[src/rtl/cic_cfg_pkg.sv]
// Shared types and constants for the CIC rate sequencer.
// Provides the sequencer state encoding and ratio helpers.
package cic_cfg_pkg;

  typedef enum logic [1:0] {
    FLUSH,
    APPLY,
    SETTLE,
    RUN
  } state_e;

  localparam int CFG_MIN_RATIO     = 2;
  localparam int CFG_MAX_RATIO     = 4096;
  localparam int CFG_DEFAULT_RATIO = 64;

  // ceil_log2(0) and ceil_log2(1) both yield 0
  function automatic logic [4:0] ceil_log2(input logic [15:0] r);
    logic [15:0] m;
    logic [4:0]  n;
    n = 5'd0;
    if (r == 16'd0) return n;
    m = r - 16'd1;
    for (int i = 0; i < 16; i++) begin
      if (m[i]) n = 5'(i + 1);
    end
    return n;
  endfunction

endpackage

[src/rtl/cic_shift_calc.sv]
// Bit-growth shift for a CIC of order STAGES at a given ratio,
// saturated so the kept output window stays inside the accumulator.
module cic_shift_calc
  import cic_cfg_pkg::*;
#(
  parameter int WIDTH  = 64,
  parameter int STAGES = 5
) (
  input  logic [15:0] ratio_i,
  output logic [5:0]  shift_o
);

  localparam int CAP = WIDTH - 8;

  logic [4:0] lg;
  logic [9:0] prod;

  assign lg   = ceil_log2(ratio_i);
  assign prod = 10'(lg) * 10'(STAGES);

  assign shift_o = (prod > 10'(CAP)) ? 6'(CAP) : prod[5:0];

endmodule

[src/rtl/cic_rate_sequencer.sv]
// Ratio request handshake, CIC flush/apply/settle sequencing,
// settle watchdog and output muting for the receive CIC.
module cic_rate_sequencer
  import cic_cfg_pkg::*;
#(
  parameter int WIDTH         = 64,
  parameter int STAGES        = 5,
  parameter int MIN_RATIO     = CFG_MIN_RATIO,
  parameter int MAX_RATIO     = CFG_MAX_RATIO,
  parameter int DEFAULT_RATIO = CFG_DEFAULT_RATIO,
  parameter int FLUSH_CYCLES  = 8
) (
  input  logic        clk,
  input  logic        rst,
  input  logic        cfg_valid,
  input  logic [15:0] cfg_ratio,
  output logic        cfg_ready,
  output logic        cfg_err,
  output logic        cic_rst,
  output logic [15:0] cic_ratio,
  output logic [5:0]  cic_shift,
  input  logic        cic_dclk,
  output logic        out_valid,
  output logic        timeout,
  output logic        busy
);

  state_e      state_q, state_d;
  logic [15:0] pend_q, pend_d;
  logic [15:0] ratio_q, ratio_d;
  logic [5:0]  shift_q, shift_d;
  logic [7:0]  flush_q, flush_d;
  logic [7:0]  edge_q, edge_d;
  logic [17:0] wd_q, wd_d;
  logic        to_q, to_d;
  logic        err_q, err_d;
  logic        dclk_q, dclk_p_q;

  logic [15:0] calc_in;
  logic [5:0]  shift_w;
  logic [17:0] wd_lim;
  logic        rise;
  logic        in_range;

  assign calc_in = rst ? 16'(DEFAULT_RATIO) : pend_q;

  cic_shift_calc #(
    .WIDTH  (WIDTH),
    .STAGES (STAGES)
  ) u_shift (
    .ratio_i (calc_in),
    .shift_o (shift_w)
  );

  assign wd_lim = 18'(({2'b00, ratio_q} << 1) * 18'(STAGES + 1)
                  + 18'd16);
  assign rise   = dclk_q & ~dclk_p_q;
  assign in_range = (cfg_ratio >= 16'(MIN_RATIO))
                  && (cfg_ratio <= 16'(MAX_RATIO));

  always_comb begin
    state_d = state_q;
    pend_d  = pend_q;
    ratio_d = ratio_q;
    shift_d = shift_q;
    flush_d = 8'd0;
    edge_d  = edge_q;
    wd_d    = wd_q;
    to_d    = to_q;
    err_d   = 1'b0;
    unique case (state_q)
      FLUSH: begin
        if (flush_q == 8'(FLUSH_CYCLES - 1)) state_d = APPLY;
        else flush_d = flush_q + 8'd1;
      end
      APPLY: begin
        ratio_d = pend_q;
        shift_d = shift_w;
        edge_d  = 8'd0;
        wd_d    = 18'd0;
        state_d = SETTLE;
      end
      SETTLE: begin
        wd_d = wd_q + 18'd1;
        if (rise) begin
          if (edge_q == 8'(STAGES)) state_d = RUN;
          else edge_d = edge_q + 8'd1;
        end
        // settle completion wins over an expiring watchdog
        if (state_d != RUN && wd_q == wd_lim - 18'd1) begin
          to_d    = 1'b1;
          state_d = FLUSH;
        end
      end
      RUN: begin
        if (cfg_valid) begin
          if (in_range) begin
            pend_d  = cfg_ratio;
            to_d    = 1'b0;
            state_d = FLUSH;
          end else begin
            err_d = 1'b1;
          end
        end
      end
      default: state_d = FLUSH;
    endcase
  end

  always_ff @(posedge clk) begin
    if (rst) begin
      state_q  <= FLUSH;
      pend_q   <= 16'(DEFAULT_RATIO);
      ratio_q  <= 16'(DEFAULT_RATIO);
      shift_q  <= shift_w;
      flush_q  <= 8'd0;
      edge_q   <= 8'd0;
      wd_q     <= 18'd0;
      to_q     <= 1'b0;
      err_q    <= 1'b0;
      dclk_q   <= 1'b0;
      dclk_p_q <= 1'b0;
    end else begin
      state_q  <= state_d;
      pend_q   <= pend_d;
      ratio_q  <= ratio_d;
      shift_q  <= shift_d;
      flush_q  <= flush_d;
      edge_q   <= edge_d;
      wd_q     <= wd_d;
      to_q     <= to_d;
      err_q    <= err_d;
      dclk_q   <= cic_dclk;
      dclk_p_q <= dclk_q;
    end
  end

  assign cic_rst   = (state_q == FLUSH);
  assign cic_ratio = ratio_q;
  assign cic_shift = shift_q;
  assign cfg_ready = (state_q == RUN);
  assign out_valid = (state_q == RUN);
  assign busy      = (state_q != RUN);
  assign timeout   = to_q;
  assign cfg_err   = err_q;

endmodule

[config.mk]
export PLATFORM = sky130hd
export DESIGN_NAME = cic_rate_sequencer
export DESIGN_NICKNAME = d
export VERILOG_FILES = /design/src/rtl/cic_cfg_pkg.sv /design/src/rtl/cic_shift_calc.sv /design/src/rtl/cic_rate_sequencer.sv
export SDC_FILE = /design/constraint.sdc
export NUM_CORES = 1
export LEC_CHECK = 0
export CAP_MARGIN = 20
export CORE_ASPECT_RATIO = 0.7
export CORE_MARGIN = 1
export CORE_UTILIZATION = 51
export CTS_BUF_LIST = sky130_fd_sc_hd__clkbuf_8
export DETAILED_ROUTE_END_ITERATION = 10
export PLACE_DENSITY = 0.72
export RECOVER_POWER = 50
export SLEW_MARGIN = 10
export SYNTH_ARGS = -nofsm -noshare
export SYNTH_HDL_FRONTEND = slang
export SYNTH_HIERARCHICAL = 1
export SYNTH_SLANG_ARGS = --single-unit
export TNS_END_PERCENT = 10
[constraint.sdc]
create_clock -name clk -period 6.47 [get_ports clk]
set_clock_uncertainty 0.2 [all_clocks]
set_input_delay 0.647 -clock clk [delete_from_list [all_inputs] [get_ports clk]]
set_output_delay 0.647 -clock clk [all_outputs]
set_load 0.005 [all_outputs]
* Word level (Yosys, flattened, before mapping)
Cells that the tools add are included. W data, S select, Z words.
Cells by class: multiply operators 2, reductions and logical operators 13, mux-type cells 40, bitwise gates (word level) 5, add/subtract/negate cells 6, eq/ne operators 14, magnitude comparators 3
Operators by type and width (count):
- $pmux W18 S2 | 1
- $mux W4 | 8
- $add A18 B1 Y18 const B | 1
- $add A18 B5 Y18 const B | 1
- $eq A18 B18 Y1 | 1
- $mux W2 | 9
- $mux W6 | 3
- $sub A18 B1 Y18 const B | 1
- $add A8 B1 Y8 const B | 2
- $eq A8 B3 Y1 const B | 2
- $ge A16 B2 Y1 const B | 1
- $le A16 B13 Y1 const B | 1
- $logic_not A16 Y1 | 1
- $mul A16 B2 Y16 const B | 1
- $mux W16 | 1
- $mux W8 | 2
- $pmux W8 S2 | 1
- $sub A16 B1 Y16 const B | 1
- $mux W5 | 3
- $mux W3 | 4
- $ne A2 B2 Y1 const B | 6
- $reduce_and A3 Y1 | 3
- $gt A8 B6 Y1 const B | 1
- $mul A5 B3 Y8 const B | 1
- other kinds (13) | 27
Word-level totals: flip-flop bits (word level) 78, word-level logic and storage cells 94

* Depth between registers and ports, before layout
Gate-level depths: netlist (run 1).
word-level depth 24, depth in mapped cells 19, gate-level depth less buffers 17

* Hierarchy
Netlist (run 1), hierarchy kept.
Modules (own cells, without submodules):
- cic_rate_sequencer | cells an instance 496, instances 1, seq. area each 1621.6 um2, area an instance 4613.2 um2
- cic_shift_calc | cells an instance 147, instances 1, seq. area each 0.0 um2, area an instance 1044.8 um2

* Worst setup path after synthesis (run 1)
OpenSTA, ideal clock, no wires.
path kind in2reg, start input port rst, end register shift_q[2] (netlist: cic_shift[2]) (data pin), required time 6015 ps, buffers on the path 3, stages on the path 17, data arrival time 4475 ps, slack 1540 ps, cell sequence buf_6 -> clkbuf_1 -> or2_2 -> buf_4 -> or4_4 -> o41ai_1 -> o41ai_2 -> o311ai_1 -> and3_1 -> nor2_1 -> ha_1 -> ha_1 -> inv_1 -> fa_1 -> xor2_1 -> or3b_2 -> and3_1
RTL lines:
- start, declared | RTL line cic_rate_sequencer.sv:14 | input logic rst,
- $mux W16 * | RTL line cic_rate_sequencer.sv:45 | assign calc_in = rst ? 16'(DEFAULT_RATIO) : pend_q;
- net calc_in[6] | RTL line cic_rate_sequencer.sv:39 | logic [15:0] calc_in;
- $sub A16 B1 Y16 | RTL line cic_cfg_pkg.sv:22 | m = r - 16'd1;
- $mux W3 | RTL line cic_cfg_pkg.sv:24 | if (m[i]) n = 5'(i + 1);
- $mux W4 (8 in a row) | RTL line cic_cfg_pkg.sv:24
- $mux W5 | RTL line cic_cfg_pkg.sv:24
- $mux W5 * | RTL line cic_cfg_pkg.sv:22
- $mul A5 B3 Y8 * | RTL line cic_shift_calc.sv:19 | assign prod = 10'(lg) * 10'(STAGES);
- $gt A8 B6 Y1 | RTL line cic_shift_calc.sv:21 | assign shift_o = (prod > 10'(CAP)) ? 6'(CAP) : prod[5:0];
- $mux W6 * | RTL line cic_shift_calc.sv:21
- $mux W6 * | RTL line cic_rate_sequencer.sv:71 | unique case (state_q)
- net shift_d[2] | RTL line cic_rate_sequencer.sv:31 | logic [5:0] shift_q, shift_d;
- $mux W6 * | RTL line cic_rate_sequencer.sv:111 | if (rst) begin
- end signal, assigned | RTL line cic_rate_sequencer.sv:115 | shift_q <= shift_w;
- end signal, assigned | RTL line cic_rate_sequencer.sv:127 | shift_q <= shift_d;
- end, declared | RTL line cic_rate_sequencer.sv:31
The timed path passes the listed nets; every way through them passes the cells marked *. The select of a mux whose other input is x is not followed. A chain may end at the register's enable or synchronous reset.

* Worst setup path in the final report (run 1)
start input port rst, end register shift_q[0] (netlist: cic_shift[0]) (data pin)
RTL lines (RTL line):
- $mux W16 * | cic_rate_sequencer.sv:45
- net calc_in[10] | cic_rate_sequencer.sv:39
- $sub A16 B1 Y16 | cic_cfg_pkg.sv:22
- $mux W4 (5 in a row) | cic_cfg_pkg.sv:24
- $mux W5 | cic_cfg_pkg.sv:24
- $mux W5 * | cic_cfg_pkg.sv:22
- $mul A5 B3 Y8 * | cic_shift_calc.sv:19
- $gt A8 B6 Y1 | cic_shift_calc.sv:21
- $mux W6 * | cic_shift_calc.sv:21
- $mux W6 * | cic_rate_sequencer.sv:71
- net shift_d[0] | cic_rate_sequencer.sv:31
- $mux W6 * | cic_rate_sequencer.sv:111
Marked as above.

==> results of run 1 <==
-- through the flow --
step	area, um^2	cells	utilization	setup slack [ns]
floorplan	5658	643	-	1.540
finish	6420	836	0.6085	1.016
global placement	6228	820	0.5904	1.117
global route	6420	836	0.6085	0.6995
CTS	6424	836	0.6089	1.396
detailed placement	6228	820	0.5904	1.006
-- area by class of cell --
type                    count  area, um^2
repair buffers             58       544.3
clock buffers               9       123.9
fillers                   931        4130
multi-input cells         512        3784
flip-flops and latches     78        1622
well taps                 148       185.2
inverters                  24       90.09
clock inverters             7       71.32
-- how the worst min path moves through the flow --
stage,from,to
final,flush_q[0]$_SDFF_PP0_,flush_q[0]$_SDFF_PP0_
after global routing,flush_q[0]$_SDFF_PP0_,flush_q[0]$_SDFF_PP0_
after CTS,flush_q[0]$_SDFF_PP0_,flush_q[0]$_SDFF_PP0_
after detailed placement,flush_q[0]$_SDFF_PP0_,flush_q[0]$_SDFF_PP0_
after global placement,flush_q[0]$_SDFF_PP0_,flush_q[0]$_SDFF_PP0_
after floorplan,flush_q[0]$_SDFF_PP0_,flush_q[0]$_SDFF_PP0_
-- power by group --
part	switching, mW	internal [mW]	total, mW
combinational	0.117	0.0966	0.214
sequential	0.0158	0.505	0.521
clock	0.189	0.179	0.368
-- per-layer routing --
| layer | part of all wire | vias up |
|---|---|---|
| li1 | - | 2441 |
| met5 | 0 | - |
| met2 | 0.41 | 140 |
| met3 | 0.058 | 20 |
| met1 | 0.52 | 2348 |
| met4 | 0.013 | 0 |
-- critical path: cells and delay by family --
| kind | cells | cell delay (ns) |
|---|---|---|
| adders and majority gates | 3 | 0.76 |
| xor gates and xnor gates | 1 | 0.18 |
| and+or+nand+nor | 7 | 1.69 |
| buffers and inverters | 4 | 1.47 |
| AOI/OAI and AO/OA | 2 | 0.61 |
-- cells by family (layout without fill, tap and decap cells) --
family          Yosys count  in the layout  synth area share
simple gates            256            256            0.2488
compound gates          149            149            0.2088
buf+inv                  53             98           0.04467
flops                    78             78            0.2866
mux                      20             20           0.03649
fa+ha+maj                34             34           0.07784
xor+xnor                 53             53           0.09686
-- sequential cells by signal, indices dropped and copies added, names as in the netlist --
signal / count
wd_q: 18
cic_ratio: 16
pend_q: 16
edge_q: 8
flush_q: 8
cic_shift: 6
state_q: 2
cfg_err: 1
dclk_p_q: 1
dclk_q: 1
timeout: 1
-- cell usage in the layout (no fill, tap or decap), types with 10 or more instances in the layout --
master           netlist  routed
dfxtp_1               72      72
nor2_1                68      68
nand2_1               35      35
ha_1                  32      32
nor2b_1               28      28
xor2_1                26      26
inv_1                 24      25
clkdlybuf4s50_1        0      25
xnor2_1               21      21
dlygate4sd3_1          0      21
a21oi_1               20      20
o21ai_0               19      19
mux2i_1               18      18
nand3_1               17      17
nor3_1                14      14
and3_1                14      14
o22a_1                13      13
nand2b_1              12      12
a31oi_1               11      11
nand4_1               11      11
buf_4                  5      10
==> summary.md, run 1 <==
| Metric | Value |
|---|---|
| YS warnings | `6` |
| Die ar. | `11530 um^2` |
| Starting density of the core | `0.5363` |
| Hold Slack | `0.2482 ns` |
| Die H | `90.13 um` |
| Cell variety after synth | `98` |
| Crit path kind | `input pin to flop` |
| Critical-path cell list | `buf_2 > clkbuf_1 > nor2b_1 > nor3_1 > buf_4 > and3_1 > nand3_1 > a22o_1 > a31oi_1 > ha_1 > ha_1 > inv_1 > fa_1 > xor2_1 > or3b_2 > nand2b_1 > nor3b_2` |
| Synth top area share | `0.2548` |
| Tot Pwr | `1.102 mW` |
| PortBufs | `47` |
| CTS resizes | `0` |
| # diodes | `0` |
| Pre-Repair DR Iteration Count | `5` |
| GP Congestion | `0.9146` |
| Core area | `10550 um^2` |
| Synth area leader | `dfxtp_1` |
| R2R depth | `17` |
| Synth area leaders | `dfxtp_1 (25%), ha_1 (7.1%), nor2_1 (4.5%)` |
| Power per Cell Area | `171.7 nW/um^2` |
| GRT Resource Usage Total | `0.2554` |
| Critical Path Sink | `cic_shift[0]$_DFFE_PP_` |
| GRT met1 Usage | `0.3873` |
| Rows | `31` |
| Number of synthesized register bits | `78` |
| Die width | `127.9 um` |
| Setup Fix Bufs, Post-CTS | `0` |
| Final HPWL from detailed placement | `11080 um` |
| Clock sink count | `78` |
| Worst-Skew Late Latency | `0.37 ns` |
| Initial antenna violation count | `0` |
| Worst setup SP type | `input pin` |
| Most common cell in the netlist | `dfxtp_1` |
| Worst hold path class | `flop to flop` |
| Async set-reset flop share out of synthesis | `0` |
| Sequential-to-total area share from yosys stat | `0.2866` |
| Leak pwr | `2.493 nW` |
| IO Pins | `48` |
| Max-slew violations | `0` |
| Minimum clock period | `5.454 ns` |
| Pin count of the biggest net entering global routing | `31` |
| Final Hold Viols | `0` |
| H-tree levels | `3` |
| Post-synth EDFFs | `6` |
| First-pass GRT wire length | `23250 um` |
| Maximum vdd drop | `156.4 uV` |
| Vias/cell | `5.920` |
| Clock buffer depth | `2` |
| Slowest-stage cell, CP | `clkbuf_1` |
| M3 GR Usage | `0.05179` |
| Fmax | `183.3 MHz` |
| CTS root buffer | `clkbuf_8` |
| Congestion Overflow GR | `0` |
| Routed Antenna Nets | `0` |
| Area grow syn2layout | `13.47%` |
| Final Net Count | `737` |
| # DRC | `0` |
| Run status | `finished clean` |
| R2R Path End | `cic_shift[0]$_DFFE_PP_` |
| Routed wire per std cell | `17.03 um` |
| Reg2Reg Setup Slack | `1.69 ns` |
| Top cells by count, synth | `dfxtp_1 (72), nor2_1 (68), nand2_1 (35), ha_1 (32), nor2b_1 (28)` |
| Met2 GRT Util | `0.3655` |
| RSZ-0062 raised after global routing | `false` |
| Syn_nets | `697` |
| Clock-pin slew on the worst setup and hold paths | `0.09 ns` |
| Vias in the first global route | `4567` |
| Quantity of hold-fixing buffers added after cts | `0` |
| GRT Max-Usage Layer | `met1` |
| Min-Delay Path Depth | `1` |
| Synth Flop Type | `dfxtp_1` |
| Required time of the critical path | `6.39 ns` |
| Synthesized area per cell | `8.799 um^2` |
| Cells after Synth | `643` |
| Cts bufs inserted | `9` |
| Cell Area, Synth | `5658 um^2` |
| Crit path top cell by count | `ha_1` |
| CP startpoint | `rst` |
| CP Capture Type | `flop` |
| Max-Cap Viols | `0` |
| Detailed Route Iter0 Violations | `376` |
| Worst Path Max Fanout | `30` |
| Critical R2R Launch | `pend_q[0]$_SDFFE_PP0P_` |
| Final setup vio count | `0` |
| Final wirelength | `14240 um` |
| Worst Tran Pin Value | `1.070 ns` |
| Final period util | `0.8430` |
| Layout cells sized above 1 | `0.09012` |
| Max incr delay on CP | `0.79 ns` |
| Vias post-DR | `4949` |
| Critical Path AT | `5.38 ns` |
| Max-slew headroom | `0.2869` |
| CTS tree | `built` |
| TNS Setup | `0 ns` |
Note: power is estimated with default switching activity, not from simulation.
==> run 2, diff against run 1 <==
- clock period: 6.47 -> 5.3 ns (I/O delays scaled with it)
==> run 2 against run 1 <==
- sequential share of layout area down 0.16 points
- routed wire length down 1.6%
- core utilization up 0.39 points
- largest cell class unchanged
==> summary.md, run 2 (synthesized netlist as in run 1, its figures left out) <==
| Metric | Value |
|---|---|
| Run status | `finished clean (unchanged)` |
| CTS root buffer | `clkbuf_8 (unchanged)` |
| Area grow syn2layout | `14.20% (was 13.47%)` |
| Top reg by flops | `wd_q (unchanged)` |
| CP Capture Type | `flop (unchanged)` |
| Final HPWL from detailed placement | `10880 um (was 11080 um)` |
| Critical-path cell list | `buf_2 > nor2b_1 > inv_1 > ha_1 > o21a_1 > a31oi_1 > o31ai_1 > o21ai_0 > o21bai_1 > a31oi_1 > ha_1 > ha_1 > inv_1 > fa_1 > xor2_1 > or3b_2 > nand2b_1 > nor3b_2 (was buf_2 > clkbuf_1 > nor2b_1 > nor3_1 > buf_4 > and3_1 > nand3_1 > a22o_1 > a31oi_1 > ha_1 > ha_1 > inv_1 > fa_1 > xor2_1 > or3b_2 > nand2b_1 > nor3b_2)` |
| Max-slew violations | `0 (unchanged)` |
| Quantity of hold-fixing buffers added after cts | `0 (unchanged)` |
| Final Net Count | `742 (was 737)` |
| Die ar. | `11530 um^2 (unchanged)` |
| Pre-Repair DR Iteration Count | `5 (unchanged)` |
| Rows | `31 (unchanged)` |
| Met2 wire length | `5797 um (was 5789 um)` |
| Final setup vio count | `0 (unchanged)` |
| Routed wire per std cell | `16.66 um (was 17.03 um)` |
| Cts bufs inserted | `9 (unchanged)` |
| Required time of the critical path | `5.23 ns (was 6.39 ns)` |
| Buf/Inv on CP | `3 (was 4)` |
| Final Hold Viols | `0 (unchanged)` |
| Final instance area | `6461 um^2 (was 6420 um^2)` |
| Wire length on met3 | `882 um (was 832 um)` |
| # DRC | `0 (unchanged)` |
| Max incr delay on CP | `0.46 ns (was 0.79 ns)` |
| Commonest non-fill, non-tap cells in the layout | `dfxtp_1 (72), nor2_1 (68), nand2_1 (35) (unchanged)` |
| Max reg flops | `18 (unchanged)` |
| Vias/cell | `5.960 (was 5.920)` |
| Initial antenna violation count | `0 (unchanged)` |
| Worst Path Max Fanout | `17 (was 30)` |
| Die H | `90.13 um (unchanged)` |
| Die width | `127.9 um (unchanged)` |
| Commonest non-fill, non-tap cell in the layout | `dfxtp_1 (unchanged)` |
| Worst setup SP type | `input pin (unchanged)` |
| Worst hold path class | `flop to flop (unchanged)` |
| Final period util | `0.8868` |
| IO Pins | `48 (unchanged)` |
| Worst-Skew Late Latency | `0.36 ns (was 0.37 ns)` |
| GRT Resource Usage Total | `0.2504 (was 0.2554)` |
| Vias post-DR | `5012 (was 4949)` |
| Minimum clock period | `4.700 ns` |
| Area occupied by multi-input gates | `3784 um^2 (unchanged)` |
| Power per Cell Area | `211.8 nW/um^2 (was 171.7 nW/um^2)` |
| Setup Fix Bufs, Post-CTS | `0 (unchanged)` |
| Maximum vdd drop | `205.0 uV (was 156.4 uV)` |
| Leak pwr | `2.503 nW (was 2.493 nW)` |
| Final wirelength | `14010 um (was 14240 um)` |
| # diodes | `0 (unchanged)` |
| Clock-pin slew on the worst setup and hold paths | `0.09 ns (about the same)` |
| First-pass GRT wire length | `23190 um (was 23250 um)` |
| Max-Cap Viols | `0 (unchanged)` |
| CTS resizes | `0 (unchanged)` |
| Number of fill cells | `965 (was 931)` |
| Core area | `10550 um^2 (unchanged)` |
| M1 wire length | `7120 um (was 7430 um)` |
| Top layer reached by signal wires | `met4 (unchanged)` |
| Crit path top cell by count | `ha_1 (unchanged)` |
| CTS tree | `built (unchanged)` |
| Clock buffer depth | `2 (unchanged)` |
| Max-slew headroom | `0.2668 (was 0.2869)` |
| Clock sink count | `78 (unchanged)` |
| Starting density of the core | `0.5363 (unchanged)` |
| Detailed Route Iter0 Violations | `524 (was 376)` |
| TNS Setup | `0 ns (unchanged)` |
| PortBufs | `47 (unchanged)` |
| Pin count of the biggest net entering global routing | `30 (was 31)` |
| Layout cells sized above 1 | `0.09524 (was 0.09012)` |
| Worst path top cell family by delay | `compound AO/OA/AOI/OAI gates (was simple AND/OR/NAND/NOR gates)` |
| Crit path kind | `input pin to flop (unchanged)` |
| Critical Path AT | `4.63 ns (was 5.38 ns)` |
| Routed Antenna Nets | `0 (unchanged)` |
| Worst Tran Pin Value | `1.100 ns (was 1.070 ns)` |
| Vias in the first global route | `4654 (was 4567)` |
| H-tree levels | `3 (unchanged)` |
| Post-DP Area | `6259 um^2 (was 6228 um^2)` |
| Slowest-stage cell, CP | `ha_1 (was clkbuf_1)` |
| GP Congestion | `0.9160 (was 0.9146)` |
| FF/Latch Area | `1622 um^2 (unchanged)` |
| Fmax | `212.8 MHz` |
| RSZ-0062 raised after global routing | `false (unchanged)` |
| Congestion Overflow GR | `0 (unchanged)` |
## run 2: changes by cell type in the layout (fill, tap and decap cells not counted), sizes merged
| cell | change |
|---|---|
| dlygate4sd3 | -4 |
| clkdlybuf4s50 | +4 |
| inv | +1 |
| buf | +4 |
| clkinvlp | -1 |
| clkbuf | +1 |
## run 2: power by group
group	internal (mW)	switching (mW)
clock network	0.224	0.246
registers	0.616	0.0189
logic	0.118	0.146
total	0.958	0.410
## run 2: through the flow
step	util	power [mW]	hold WS, ns	worst slack (ns)	instances
floorplan	-	0.8359	0.2132	0.4867	643
global placement	0.5932	0.9052	0.2293	0.4472	824
detailed placement	0.5932	0.9136	0.2392	0.3558	824
CTS	0.6124	1.378	0.2538	0.7271	840
global route	0.6124	1.436	0.2907	0.3555	841
finish	0.6124	1.368	0.2475	0.6002	841
## run 2: final cells by class
cell class,instances,area share
Inverter,24,0.01394
Sequential cell,78,0.2510
Clock inverter,7,0.01220
Multi-Input combinational cell,512,0.5856
Tap cell,148,0.02866
Timing Repair Buffer,63,0.08947
Clock buffer,9,0.01917
## run 2: layer usage
layer / global-route usage / vias up
met3: 0.04940 / 24
met5: 0 / -
met4: 0.07059 / 0
li1: - / 2449
met1: 0.3712 / 2378
met2: 0.3637 / 161
## run 2: final timing paths
check                            to              startpoint  slack [ns]  depth (start not counted)
max          cic_shift[0]$_DFFE_PP_                     rst        0.60                         18
min           flush_q[0]$_SDFF_PP0_   flush_q[0]$_SDFF_PP0_        0.25                          1
max reg2reg  cic_shift[0]$_DFFE_PP_  pend_q[0]$_SDFFE_PP0P_        0.69                         17
min reg2reg   flush_q[0]$_SDFF_PP0_   flush_q[0]$_SDFF_PP0_        0.25                          1
## run 2: worst register-to-register path: cells and delay by family, from the launching register on
kind	cells	cell delay (ns)
DFF	1	0.32
adders and majority gates	4	1.24
xor gates and xnor gates	1	0.18
buffers and inverters	2	0.18
AOI/OAI and AO/OA	6	1.47
and+or+nand+nor	4	0.81
==> run 3, diff against run 2 <==
- DONT_BUFFER_PORTS: not set -> 1
- PLACE_DENSITY: 0.72 -> 0.66
==> run 3 against run 2 <==
- sequential power is essentially flat
- flip-flop and latch count did not move
- global-route usage fell by 0.18 points
- final area shrank 7.6%
- critical path type is now flop to flop
- critical endpoint unchanged
- largest power group unchanged
- highest routed layer unchanged
==> summary.md, run 3 (synthesized netlist as in run 1, its figures left out) <==
| Metric | Value |
|---|---|
| Run status | `finished clean (unchanged)` |
| Vias post-DR | `4788 (was 5012)` |
| Crit path kind | `flop to flop (was input pin to flop)` |
| # diodes | `0 (unchanged)` |
| Core area | `10550 um^2 (unchanged)` |
| Layout cells sized above 1 | `0.09091 (was 0.09524)` |
| Congestion Overflow GR | `0 (unchanged)` |
| Final setup vio count | `0 (unchanged)` |
| Worst-Skew Late Latency | `0.35 ns (was 0.36 ns)` |
| # DRC | `0 (unchanged)` |
| Pin count of the biggest net entering global routing | `53 (was 30)` |
| Worst setup SP type | `flop (was input pin)` |
| Leak pwr | `2.274 nW (was 2.503 nW)` |
| RSZ-0062 raised after global routing | `false (unchanged)` |
| Final period util | `0.8765 (was 0.8868)` |
| Final instance area | `5967 um^2 (was 6461 um^2)` |
| Die width | `127.9 um (unchanged)` |
| Post-DP Area | `5733 um^2 (was 6259 um^2)` |
| Vias in the first global route | `4486 (was 4654)` |
| Starting density of the core | `0.5363 (unchanged)` |
| GRT Resource Usage Total | `0.2486 (was 0.2504)` |
| CTS root buffer | `clkbuf_8 (unchanged)` |
| Vias/cell | `6.092 (was 5.960)` |
| CP startpoint | `pend_q[0]$_SDFFE_PP0P_ (was rst)` |
| FF/Latch Area | `1622 um^2 (unchanged)` |
| Worst Tran Pin Value | `1.041 ns (was 1.100 ns)` |
| Maximum vdd drop | `180.1 uV (was 205.0 uV)` |
| Commonest non-fill, non-tap cell in the layout | `dfxtp_1 (unchanged)` |
| Worst slack, placed | `0.5748 ns (was 0.3558 ns)` |
| H-tree levels | `3 (unchanged)` |
| Max-slew headroom | `0.3063 (was 0.2668)` |
| Final HPWL from detailed placement | `10580 um (was 10880 um)` |
| Fin util | `0.5656 (was 0.6124)` |
| Area occupied by multi-input gates | `3784 um^2 (unchanged)` |
| Die ar. | `11530 um^2 (unchanged)` |
| Clock buffer depth | `2 (unchanged)` |
| Max-Cap Viols | `0 (unchanged)` |
| TNS Setup | `0 ns (unchanged)` |
| Rows | `31 (unchanged)` |
| Max-slew violations | `0 (unchanged)` |
| Max reg flops | `18 (unchanged)` |
| Initial antenna violation count | `0 (unchanged)` |
| Area grow syn2layout | `5.462% (was 14.20%)` |
| PortBufs | `0 (was 47)` |
| Critical Path AT | `4.55 ns (was 4.63 ns)` |
| Routed Antenna Nets | `0 (unchanged)` |
| Minimum clock period | `4.645 ns (was 4.700 ns)` |
| Clock-pin slew on the worst setup and hold paths | `0.09 ns (about the same)` |
| Fmax | `215.3 MHz (was 212.8 MHz)` |
| Setup Fix Bufs, Post-CTS | `0 (unchanged)` |
| Cts bufs inserted | `9 (unchanged)` |
| Power per Cell Area | `230.2 nW/um^2 (was 211.8 nW/um^2)` |
| Commonest non-fill, non-tap cells in the layout | `dfxtp_1 (72), nor2_1 (68), nand2_1 (35) (unchanged)` |
| Reg2Reg Setup Slack | `0.65 ns (was 0.69 ns)` |
| Worst setup margin | `0.6546 ns (was 0.6002 ns)` |
| IO Pins | `48 (unchanged)` |
| Final Net Count | `687 (was 742)` |
| Required time of the critical path | `5.21 ns (was 5.23 ns)` |
| Critical Path Sink | `cic_shift[0]$_DFFE_PP_ (unchanged)` |
| Final wirelength | `13850 um (was 14010 um)` |
| R2R Path End | `cic_shift[0]$_DFFE_PP_ (unchanged)` |
| Critical R2R Launch | `pend_q[0]$_SDFFE_PP0P_ (unchanged)` |
| Detailed Route Iter0 Violations | `346 (was 524)` |
| Top reg by flops | `wd_q (unchanged)` |
| Clock sink count | `78 (unchanged)` |
| Quantity of hold-fixing buffers added after cts | `0 (unchanged)` |
| Routed wire per std cell | `17.62 um (was 16.66 um)` |
| CTS resizes | `0 (unchanged)` |
| Worst hold path class | `input pin to flop (was flop to flop)` |
| Die H | `90.13 um (unchanged)` |
| Number of fill cells | `974 (was 965)` |
| Pre-Repair DR Iteration Count | `5 (unchanged)` |
| First-pass GRT wire length | `22990 um (was 23190 um)` |
| Final Hold Viols | `0 (unchanged)` |
| CP Capture Type | `flop (unchanged)` |
| R2R depth | `17 (unchanged)` |
| Worst Path Max Fanout | `14 (was 17)` |
| CTS tree | `built (unchanged)` |
| GP Congestion | `0.9005 (was 0.9160)` |
[run 3: changes by cell type in the layout (fill, tap and decap cells not counted), sizes merged]
cell / previous run / this run
bufinv: 1 / 2
buf: 15 / 7
clkinv: 1 / 0
dlygate4sd3: 17 / 0
clkdlybuf4s50: 29 / 0
inv: 28 / 26
clkinvlp: 1 / 2
[run 3: layout make-up]
| type | count | share of cell area |
|---|---|---|
| Tap cell | 148 | 0.03103 |
| Inverter | 24 | 0.01510 |
| Clock inverter | 6 | 0.01552 |
| Sequential cell | 78 | 0.2718 |
| Timing Repair Buffer | 8 | 0.009436 |
| Clock buffer | 10 | 0.02307 |
| Multi-Input combinational cell | 512 | 0.6341 |
[run 3: report_power, final]
| group | total, mW | switching [mW] | internal (mW) | leakage (nW) |
|---|---|---|---|---|
| logic | 0.223 | 0.130 | 0.0931 | 1.54 |
| registers | 0.638 | 0.0210 | 0.617 | 0.629 |
| clock network | 0.512 | 0.231 | 0.281 | 0.110 |
[run 3: worst max-delay path: stages (launching register included)]
cell and delay [ns]:
dfxtp_1 0.31, nor2b_1 0.12, buf_4 0.17, inv_1 0.12, ha_1 0.45, o21a_1 0.23, a31oi_1 0.11, o41ai_2 0.47
o311ai_1 0.18, and3_1 0.23, nor2_1 0.09, ha_1 0.23, ha_1 0.22, inv_1 0.08, fa_1 0.44, or3b_2 0.52
nand2b_1 0.15, nor3b_2 0.06
[run 3: per-layer routing]
metal,vias to the layer above,track usage,share of wire
li1,2348,-,-
met1,2276,0.3812,0.50
met2,156,0.3496,0.41
met3,8,0.06369,0.078
met4,0,0.03627,0.0047
met5,-,0,0
[run 3: how the worst min path moves through the flow]
| stage | end | depth (start not counted) | from |
|---|---|---|---|
| global route | cic_ratio[7]$_SDFFE_PP0P_ | 1 | rst |
| CTS | cic_ratio[7]$_SDFFE_PP0P_ | 1 | rst |
| detailed placement | flush_q[0]$_SDFF_PP0_ | 1 | flush_q[0]$_SDFF_PP0_ |
| finish | cic_ratio[12]$_SDFFE_PP0P_ | 1 | rst |
| global placement | flush_q[0]$_SDFF_PP0_ | 1 | flush_q[0]$_SDFF_PP0_ |
| floorplan | flush_q[0]$_SDFF_PP0_ | 1 | flush_q[0]$_SDFF_PP0_ |
[run 3: metrics by stage]
stage                     instances  hold slack (ns)  total power [mW]
after CTS                       785          0.03409             1.390
after global placement          769           0.2305            0.8659
after floorplan                 643           0.2132            0.8359
after global routing            786          0.01893             1.442
final                           786          0.04972             1.373
after detailed placement        769           0.2473            0.8765
